**src/rtl/uart_tx_retrans.sv**
```systemverilog
// uart_tx_retrans
//   Even-parity UART transmitter that holds each byte until it is acknowledged
//   and can replay it on request from the receive side.
//   Frame on the line: start(0), D0..D7 (LSB first), P = ^data, stop(1).
//   Each bit is held for CLKS_PER_BIT cycles.
//
//   Optional feature macro: UART_TX_RETRY_LIMIT_EN
//     defined   : a resend request at retry_count == MAX_RETRIES abandons the
//                 byte, pulses give_up and returns to idle.
//     undefined : resends are unlimited, retry_count saturates at 15,
//                 give_up is tied low and MAX_RETRIES is unused.
//
// Ports
//   clk            rising-edge clock
//   reset          synchronous active-high reset
//   data_in[7:0]   byte to send, sampled when send is accepted
//   send           transmit request, accepted only while ready
//   request_resend replay request, honoured only while waiting for ack
//   ack            frame accepted by receiver, honoured only while waiting
//   signal         registered serial line, idles high
//   ready          high in idle
//   busy           high while a frame is on the line
//   retry_count    resends issued for the current byte
//   give_up        one-cycle pulse when a byte is abandoned
module uart_tx_retrans #(
  parameter int unsigned CLKS_PER_BIT = 1,
  parameter int unsigned MAX_RETRIES  = 3
) (
  input  logic       clk,
  input  logic       reset,
  input  logic [7:0] data_in,
  input  logic       send,
  input  logic       request_resend,
  input  logic       ack,
  output logic       signal,
  output logic       ready,
  output logic       busy,
  output logic [3:0] retry_count,
  output logic       give_up
);

  typedef enum logic [2:0] {
    S_IDLE, S_START, S_DATA, S_PARITY, S_STOP, S_WAIT_ACK
  } state_t;

  localparam logic [15:0] BAUD_LAST = 16'(CLKS_PER_BIT - 1);
`ifdef UART_TX_RETRY_LIMIT_EN
  localparam logic [3:0] RETRY_LIMIT = 4'(MAX_RETRIES);
`endif

  state_t      state;
  logic [7:0]  hold_reg;
  logic [2:0]  bit_idx;
  logic [15:0] baud_cnt;
  logic        baud_done;
  logic [2:0]  bit_nxt;

  assign baud_done = (baud_cnt == BAUD_LAST);
  assign bit_nxt   = bit_idx + 3'd1;

`ifndef UART_TX_RETRY_LIMIT_EN
  assign give_up = 1'b0;
`endif

  // signal is registered: each transition loads the line value of the bit
  // the next state will present, so the line changes together with state.
  always_ff @(posedge clk) begin
    if (reset) begin
      state       <= S_IDLE;
      hold_reg    <= 8'h00;
      bit_idx     <= 3'd0;
      baud_cnt    <= 16'd0;
      signal      <= 1'b1;
      ready       <= 1'b1;
      busy        <= 1'b0;
      retry_count <= 4'd0;
`ifdef UART_TX_RETRY_LIMIT_EN
      give_up     <= 1'b0;
`endif
    end else begin
`ifdef UART_TX_RETRY_LIMIT_EN
      give_up <= 1'b0;
`endif
      case (state)
        S_IDLE: begin
          if (send) begin
            hold_reg    <= data_in;
            retry_count <= 4'd0;
            baud_cnt    <= 16'd0;
            signal      <= 1'b0;
            ready       <= 1'b0;
            busy        <= 1'b1;
            state       <= S_START;
          end
        end
        S_START: begin
          if (baud_done) begin
            baud_cnt <= 16'd0;
            bit_idx  <= 3'd0;
            signal   <= hold_reg[0];
            state    <= S_DATA;
          end else begin
            baud_cnt <= baud_cnt + 16'd1;
          end
        end
        S_DATA: begin
          if (baud_done) begin
            baud_cnt <= 16'd0;
            if (bit_idx == 3'd7) begin
              signal <= ^hold_reg;
              state  <= S_PARITY;
            end else begin
              bit_idx <= bit_nxt;
              signal  <= hold_reg[bit_nxt];
            end
          end else begin
            baud_cnt <= baud_cnt + 16'd1;
          end
        end
        S_PARITY: begin
          if (baud_done) begin
            baud_cnt <= 16'd0;
            signal   <= 1'b1;
            state    <= S_STOP;
          end else begin
            baud_cnt <= baud_cnt + 16'd1;
          end
        end
        S_STOP: begin
          if (baud_done) begin
            baud_cnt <= 16'd0;
            busy     <= 1'b0;
            state    <= S_WAIT_ACK;
          end else begin
            baud_cnt <= baud_cnt + 16'd1;
          end
        end
        S_WAIT_ACK: begin
          // ack has priority over a simultaneous resend request
          if (ack) begin
            ready <= 1'b1;
            state <= S_IDLE;
          end else if (request_resend) begin
`ifdef UART_TX_RETRY_LIMIT_EN
            if (retry_count == RETRY_LIMIT) begin
              give_up <= 1'b1;
              ready   <= 1'b1;
              state   <= S_IDLE;
            end else begin
              retry_count <= retry_count + 4'd1;
`else
            begin
              if (retry_count != 4'hF) retry_count <= retry_count + 4'd1;
`endif
              // replay hold_reg untouched
              baud_cnt <= 16'd0;
              signal   <= 1'b0;
              busy     <= 1'b1;
              state    <= S_START;
            end
          end
        end
        default: begin
          signal <= 1'b1;
          ready  <= 1'b1;
          busy   <= 1'b0;
          state  <= S_IDLE;
        end
      endcase
    end
  end

endmodule

```
**config.mk**
```make
export PLATFORM = sky130hd
export DESIGN_NAME = uart_tx_retrans
export DESIGN_NICKNAME = d
export VERILOG_FILES = /design/src/rtl/uart_tx_retrans.sv
export SDC_FILE = /design/constraint.sdc
export NUM_CORES = 1
export LEC_CHECK = 0
export ABC_AREA = 1
export CAP_MARGIN = 10
export CORE_MARGIN = 2
export CORE_UTILIZATION = 36
export CTS_CLUSTER_SIZE = 28
export DETAILED_ROUTE_END_ITERATION = 7
export SKIP_LAST_GASP = 1
export SYNTH_ARGS = -nofsm -noshare
export SYNTH_HDL_FRONTEND = slang
export SYNTH_SLANG_ARGS = --single-unit
```
**constraint.sdc**
```tcl
create_clock -name clk -period 1.45 [get_ports clk]
set_clock_uncertainty 0.05 [all_clocks]
set_input_delay 0.2175 -clock clk [delete_from_list [all_inputs] [get_ports clk]]
set_output_delay 0.2175 -clock clk [all_outputs]
set_load 0.05 [all_outputs]
```
# After elaboration in Yosys (flattened, before gate mapping)
# Index checks and enable logic that the tools add are counted.
dict set report word_totals {
  input_bits 13
  ramBits 0
  wordCells 90
  latch_bits 0
  mem_bits_ro 0
  ff_bits 37
  memories 0
}
dict set report op_classes {
  bitwise_logic 3
  div_mod_pow 0
  add_sub_neg 3
  n_shift 0
  multipliers 0
  order_cmp 1
  n_reduce_logical 16
  n_mux 40
  n_eq_ne 19
}
# op n
set ops {}
lappend ops {{two-way mux 16 bit} 4}
lappend ops {{one-hot mux 16 bit (3 select lines)} 1}
lappend ops {{two-way mux 3 bit} 11}
lappend ops {{inequality test 2 bit, second input constant} 11}
lappend ops {{one-hot mux 3 bit (6 select lines)} 1}
lappend ops {{adder 16 x 1 -> 16 bit, second input constant} 1}
lappend ops {{zero test 16 bit} 1}
lappend ops {{two-way mux 4 bit} 4}
lappend ops {{AND reduction 7 bit} 2}
lappend ops {{two-way mux 1 bit} 13}
lappend ops {{AND reduction 5 bit} 2}
lappend ops {{equality test 3 bit, second input constant} 3}
lappend ops {{one-hot mux 4 bit (2 select lines)} 1}
lappend ops {{AND reduction 4 bit} 2}
lappend ops {{parity 8 bit} 1}
lappend ops {{equality test 3 x 2 -> 1 bit, second input constant} 2}
lappend ops {{one-hot mux 1 bit (6 select lines)} 1}
lappend ops {{one-hot mux 3 bit (2 select lines)} 1}
lappend ops {{adder 4 x 1 -> 4 bit, second input constant} 1}
lappend ops {{less-than comparator 3 x 4 -> 1 bit, second input constant} 1}
lappend ops {{inequality test 4 bit, second input constant} 1}
lappend ops {{one-hot mux 1 bit (4 select lines)} 1}
lappend ops {{nonzero test 2 bit} 2}
lappend ops {{OR reduction 4 bit} 1}
lappend ops {{other kinds (11)} 13}

# Longest topological paths before layout
dict set report depth {
  depth_word 6
  mapped_depth 12
  mapped_depth_nobuf 12
}

# Worst setup path before layout
# No wires, ideal clock.
dict set report synth_timing {
  kind {register to register}
  from {reg retry_count[0]}
  to {reg retry_count[2]}
  setup_time_ns 0.117
  stages_incl_launch_ff 9
  path_slack_ns -0.198
  n_path_buf 0
  arrival_time_ns 1.482
  path_cell_list {dfxtp_1 -> ha_1 -> nand2_1 -> inv_1 -> nand3_1 -> nand3_2 -> inv_2 -> a21oi_1 -> nor2_1}
}
dict set report synth_via {
  elab_chain_len 5
  word_cells_on_any_way 8
}
# element line
set synth_rtl {}
lappend synth_rtl {{start, declared} 38} ;# output logic [3:0] retry_count,
lappend synth_rtl {{start signal, assigned} 153} ;# if (retry_count != 4'hF) retry_count <= retry_count + 4'd1;
lappend synth_rtl {{adder 4 x 1 -> 4 bit} 153}
lappend synth_rtl {{two-way mux 4 bit} 153}
lappend synth_rtl {{two-way mux 4 bit} 143} ;# end else if (request_resend) begin
lappend synth_rtl {{two-way mux 4 bit} 140} ;# if (ack) begin
lappend synth_rtl {{one-hot mux 4 bit (2 select lines)} 84} ;# case (state)
# Parallel ways exist; a longest one is shown, timed or not. The select of a mux whose other input is x is not followed.
# A chain may end at the register's enable or synchronous reset.

# Worst setup path in the final report
dict set report layout_timing {
  from {reg state[0]}
  to {reg baud_cnt[2]}
}
dict set report layout_via {
  elab_chain_len 4
  word_cells_on_any_way 13
}
# element line
set layout_rtl {}
lappend layout_rtl {{start, declared} 51} ;# state_t state;
lappend layout_rtl {{start signal, assigned} 69} ;# state <= S_IDLE;
lappend layout_rtl {{start signal, assigned} 93} ;# state <= S_START;
lappend layout_rtl {{start signal, assigned} 101} ;# state <= S_DATA;
lappend layout_rtl {{equality test 3 bit (tied with other cells)} 84}
lappend layout_rtl {{OR reduction 4 bit (no line)} n/a}
lappend layout_rtl {{nonzero test 3 bit (no line)} n/a}
lappend layout_rtl {{AND reduction 4 bit (no line)} n/a}
lappend layout_rtl {{end signal, assigned} 103} ;# baud_cnt <= baud_cnt + 16'd1;
lappend layout_rtl {{end signal, assigned} 117} ;# baud_cnt <= baud_cnt + 16'd1;
lappend layout_rtl {{end signal, assigned} 126} ;# baud_cnt <= baud_cnt + 16'd1;
lappend layout_rtl {{end, declared} 54} ;# logic [15:0] baud_cnt;
# Parallel ways exist; a longest one is shown, timed or not.

==> results.md <==
- Hold Path Stages: 2
- Wire per inst: 12.9 µm
- Critical path data arrival time: roughly 1.7 ns
- Port bufs: 19
- DP Area: slightly above 3000 µm²
- Pleak: ~1.6 nW
- DIE AREA: 6920 µm²
- Pwr Density: 1600 nW/µm²
- Post-DRT Antenna Nets: 0
- Pins Over Slew Limit: 0
- Largest net degree at the start of global routing: 19
- Post-DR vias/cell: between 4 and 5
- Dpl hpwl: between 4000 and 5000 µm
- Synth warn: 0
- Post-Syn Nets: roughly 370
- Drt first-iter violations: 101
- Synth area leader: dfxtp_1
- Share of the synthesized area in the top cell type: about a third
- Netlist cell types: 31
- GRT overflow: 0
- Multi-input logic area: between 1500 and 2000 µm²
- Critical path required time: 1.60 ns
- Largest register FFs: 16
- Area Overhead vs Synth: 59.3%
- Top cells by area, synth: dfxtp_1 (33%), nand2_1 (16%), a21oi_1 (8.0%), inv_1 (8.0%), nand3_1 (6.6%)
- RR Startpoint: state[0]
- Place WS: -0.205 ns
- Violated checks: negative setup slack
- Hold Crit Start: baud_cnt[15]
- Root buf cell: clkbuf_8
- Global-route wire length before repair: ~10000 µm
- Max Fclk: ~660 MHz
- DRT Pass-1 Iters: 4
- Routing usage on met1: between 20 and 25%
- Reg2Reg Setup Slack: -0.07 ns
- Status: complete, but fails checks
- Final Hold Fails: 0
- Final Instance Area: between 3000 and 4000 µm²
- DR vias: 2554
- Core Util, Final: between 60% and 70%
- Post-Route WL: around 6700 µm
- Synthesized flop and latch total: 37
- Synthesized area per cell: between 6 and 7 µm²
- Register area: around 770 µm²
- Initial core utilization: between 30% and 40%
- RSZ-0062 raised after global routing: yes
- Worst R2R End: baud_cnt[2]
- Layout Nets: 460
- Max Root-Sink Buffers: 2
- Reg clk slew, reported paths: roughly 0.080 ns
- Min-delay worst type: flip-flop to flip-flop
- Setup ws final: -0.0700 ns
- Die Ht: roughly 83 µm
- Max cap viols: 0
- GR Util met2: 30.9%
- Row count: 28
- CTS Hold Buffers Added: 0
- Setup CP Type: flip-flop to flip-flop
- Mapped cell area: about 2300 µm²
- Vias in the first global route: around 2400
- Initial antenna violation count: 0
- Inserted Clock Buffers: 5
- Drt drc: 0
- Share of layout cells above drive strength 1: between 40% and 50%
- Top-level port count: 21
- Startpoint Class: flip-flop
- Syn Inst Count: about 350
- Final Cycle Share: 105%
- Crit end category: flip-flop
- Post-synthesis sequential area ratio: between 30% and 40%
- Min Tclk post-route: approximately 1.5 ns
- Ant diodes: 0
- Number of fill cells: slightly above 500
- Power, Total: 5.77 mW
- Worst skew pair latency: 0.31 ns
- M3 GR Usage: ~4.3%
- Peak supply drop: roughly 0.0010 V
- Die width: around 83 µm
- TritonCTS clock tree: built
- Hold EP: baud_cnt[15]
- GP Congestion: 0.890
- Htree depth: 2
- Worst-path maximum fanout: 7
- Total global-route track usage: between 10% and 20%
- GRT busiest layer: met2
- # setup viols final: 21
- Area of the core: between 5000 and 6000 µm²
- Clk sinks: 37
- Worst R2R Path Depth: 8
[power breakdown]
group | total [mW] | internal, mW | switching, mW
Clock | 0.755 | 0.332 | 0.423
Combinational | 3.58 | 1.59 | 1.99
Sequential | 1.43 | 1.23 | 0.198
Total | 5.77 | 3.16 | 2.61
[worst max-delay path by stage]
stage / cells past startpoint / startpoint / endpoint / slack [ns]
2_1_floorplan: 7 / baud_cnt[1] / baud_cnt[8] / 0.009
5_1_grt: 8 / state[0] / baud_cnt[2] / -0.16
3_3_place_gp: 10 / request_resend / baud_cnt[5] / -0.16
6_report: 8 / state[0] / baud_cnt[2] / -0.07
3_5_place_dp: 7 / state[1] / hold_reg[0] / -0.20
4_1_cts: 8 / state[1] / baud_cnt[6] / -0.05
[critical path: stages, from the launching register on]
cell,delay (ns)
dfxtp_4,0.37
nor2_4,0.14
nand2_2,0.07
or2_4,0.25
nand2_4,0.10
nor2_8,0.07
buf_6,0.14
a21oi_1,0.16
nor3_2,0.06
[timing repair]
action / CTS / global route
pin swaps: 20 / 24
resized for setup: 48 / 65
endpoints found under the setup margin: 37 / 37
setup buffers: 7 / 4
[synth_stat cells, drive strengths merged]
| cell | count |
|---|---|
| nand2 | 105 |
| inv | 52 |
| dfxtp | 37 |
| a21oi | 36 |
| nand3 | 31 |
| nor2 | 31 |
| o21ai | 18 |
| nor3 | 13 |
| nand4 | 8 |
| ha | 5 |
| xor2 | 4 |
| buf | 3 |
| or2 | 3 |
| clkbuf | 2 |
| nor4 | 2 |
| a211oi | 1 |
| conb | 1 |
| o211ai | 1 |
| o21a | 1 |
[per-layer routing]
metal	vias up	share of wire [%]	wire length [µm]
met2	43	50	3330
met5	-	0	0
met3	18	2.3	156
met4	0	3.5	234
met1	1171	44	2930
li1	1322	-	-
[per-stage QoR]
stage | setup TNS (ns) | std cells | hold WS (ns)
2_1_floorplan | 0 | 354 | 0.246
3_3_place_gp | -3.51 | 499 | 0.394
3_5_place_dp | -4.11 | 499 | 0.400
4_1_cts | -0.518 | 514 | 0.416
5_1_grt | -2.54 | 518 | 0.439
6_report | -0.783 | 518 | 0.420
[cell type report]
class | instances | area share [%]
repair buffers | 86 | 22.5
well taps | 75 | 2.61
inverters | 52 | 5.56
multi-input cells | 260 | 45.6
flip-flops and latches | 37 | 21.3
clock inverters | 3 | 0.487
clock buffers | 5 | 1.91
[layout by cell type, fill, tap and decap left out, drive strengths merged, types with 2 or more instances in the layout]
| cell type | instances |
|---|---|
| nor2 | 31 |
| xor2 | 4 |
| clkbuf | 5 |
| nor4 | 2 |
| nor3 | 13 |
| dfxtp | 37 |
| a21oi | 36 |
| nand2 | 105 |
| buf | 74 |
| clkdlybuf4s50 | 12 |
| or2 | 3 |
| nand3 | 31 |
| o21ai | 18 |
| inv | 52 |
| ha | 5 |
| clkinv | 2 |
| nand4 | 8 |
[kinds of logic (layout without fill, tap and decap cells)]
group                    Yosys count  in the layout  share of synthesized area, %
buffers and inverters             57            146                          10.4
flip-flops                        37             37                          32.8
AND/OR/NAND/NOR                  193            193                          39.3
other                              1              1                         0.166
AO/OA/AOI/OAI                     57             57                          13.0
XOR/XNOR                           4              4                          1.55
adder cells (fa/ha/maj)            5              5                          2.77
Note: power is estimated with default switching activity, not from simulation.
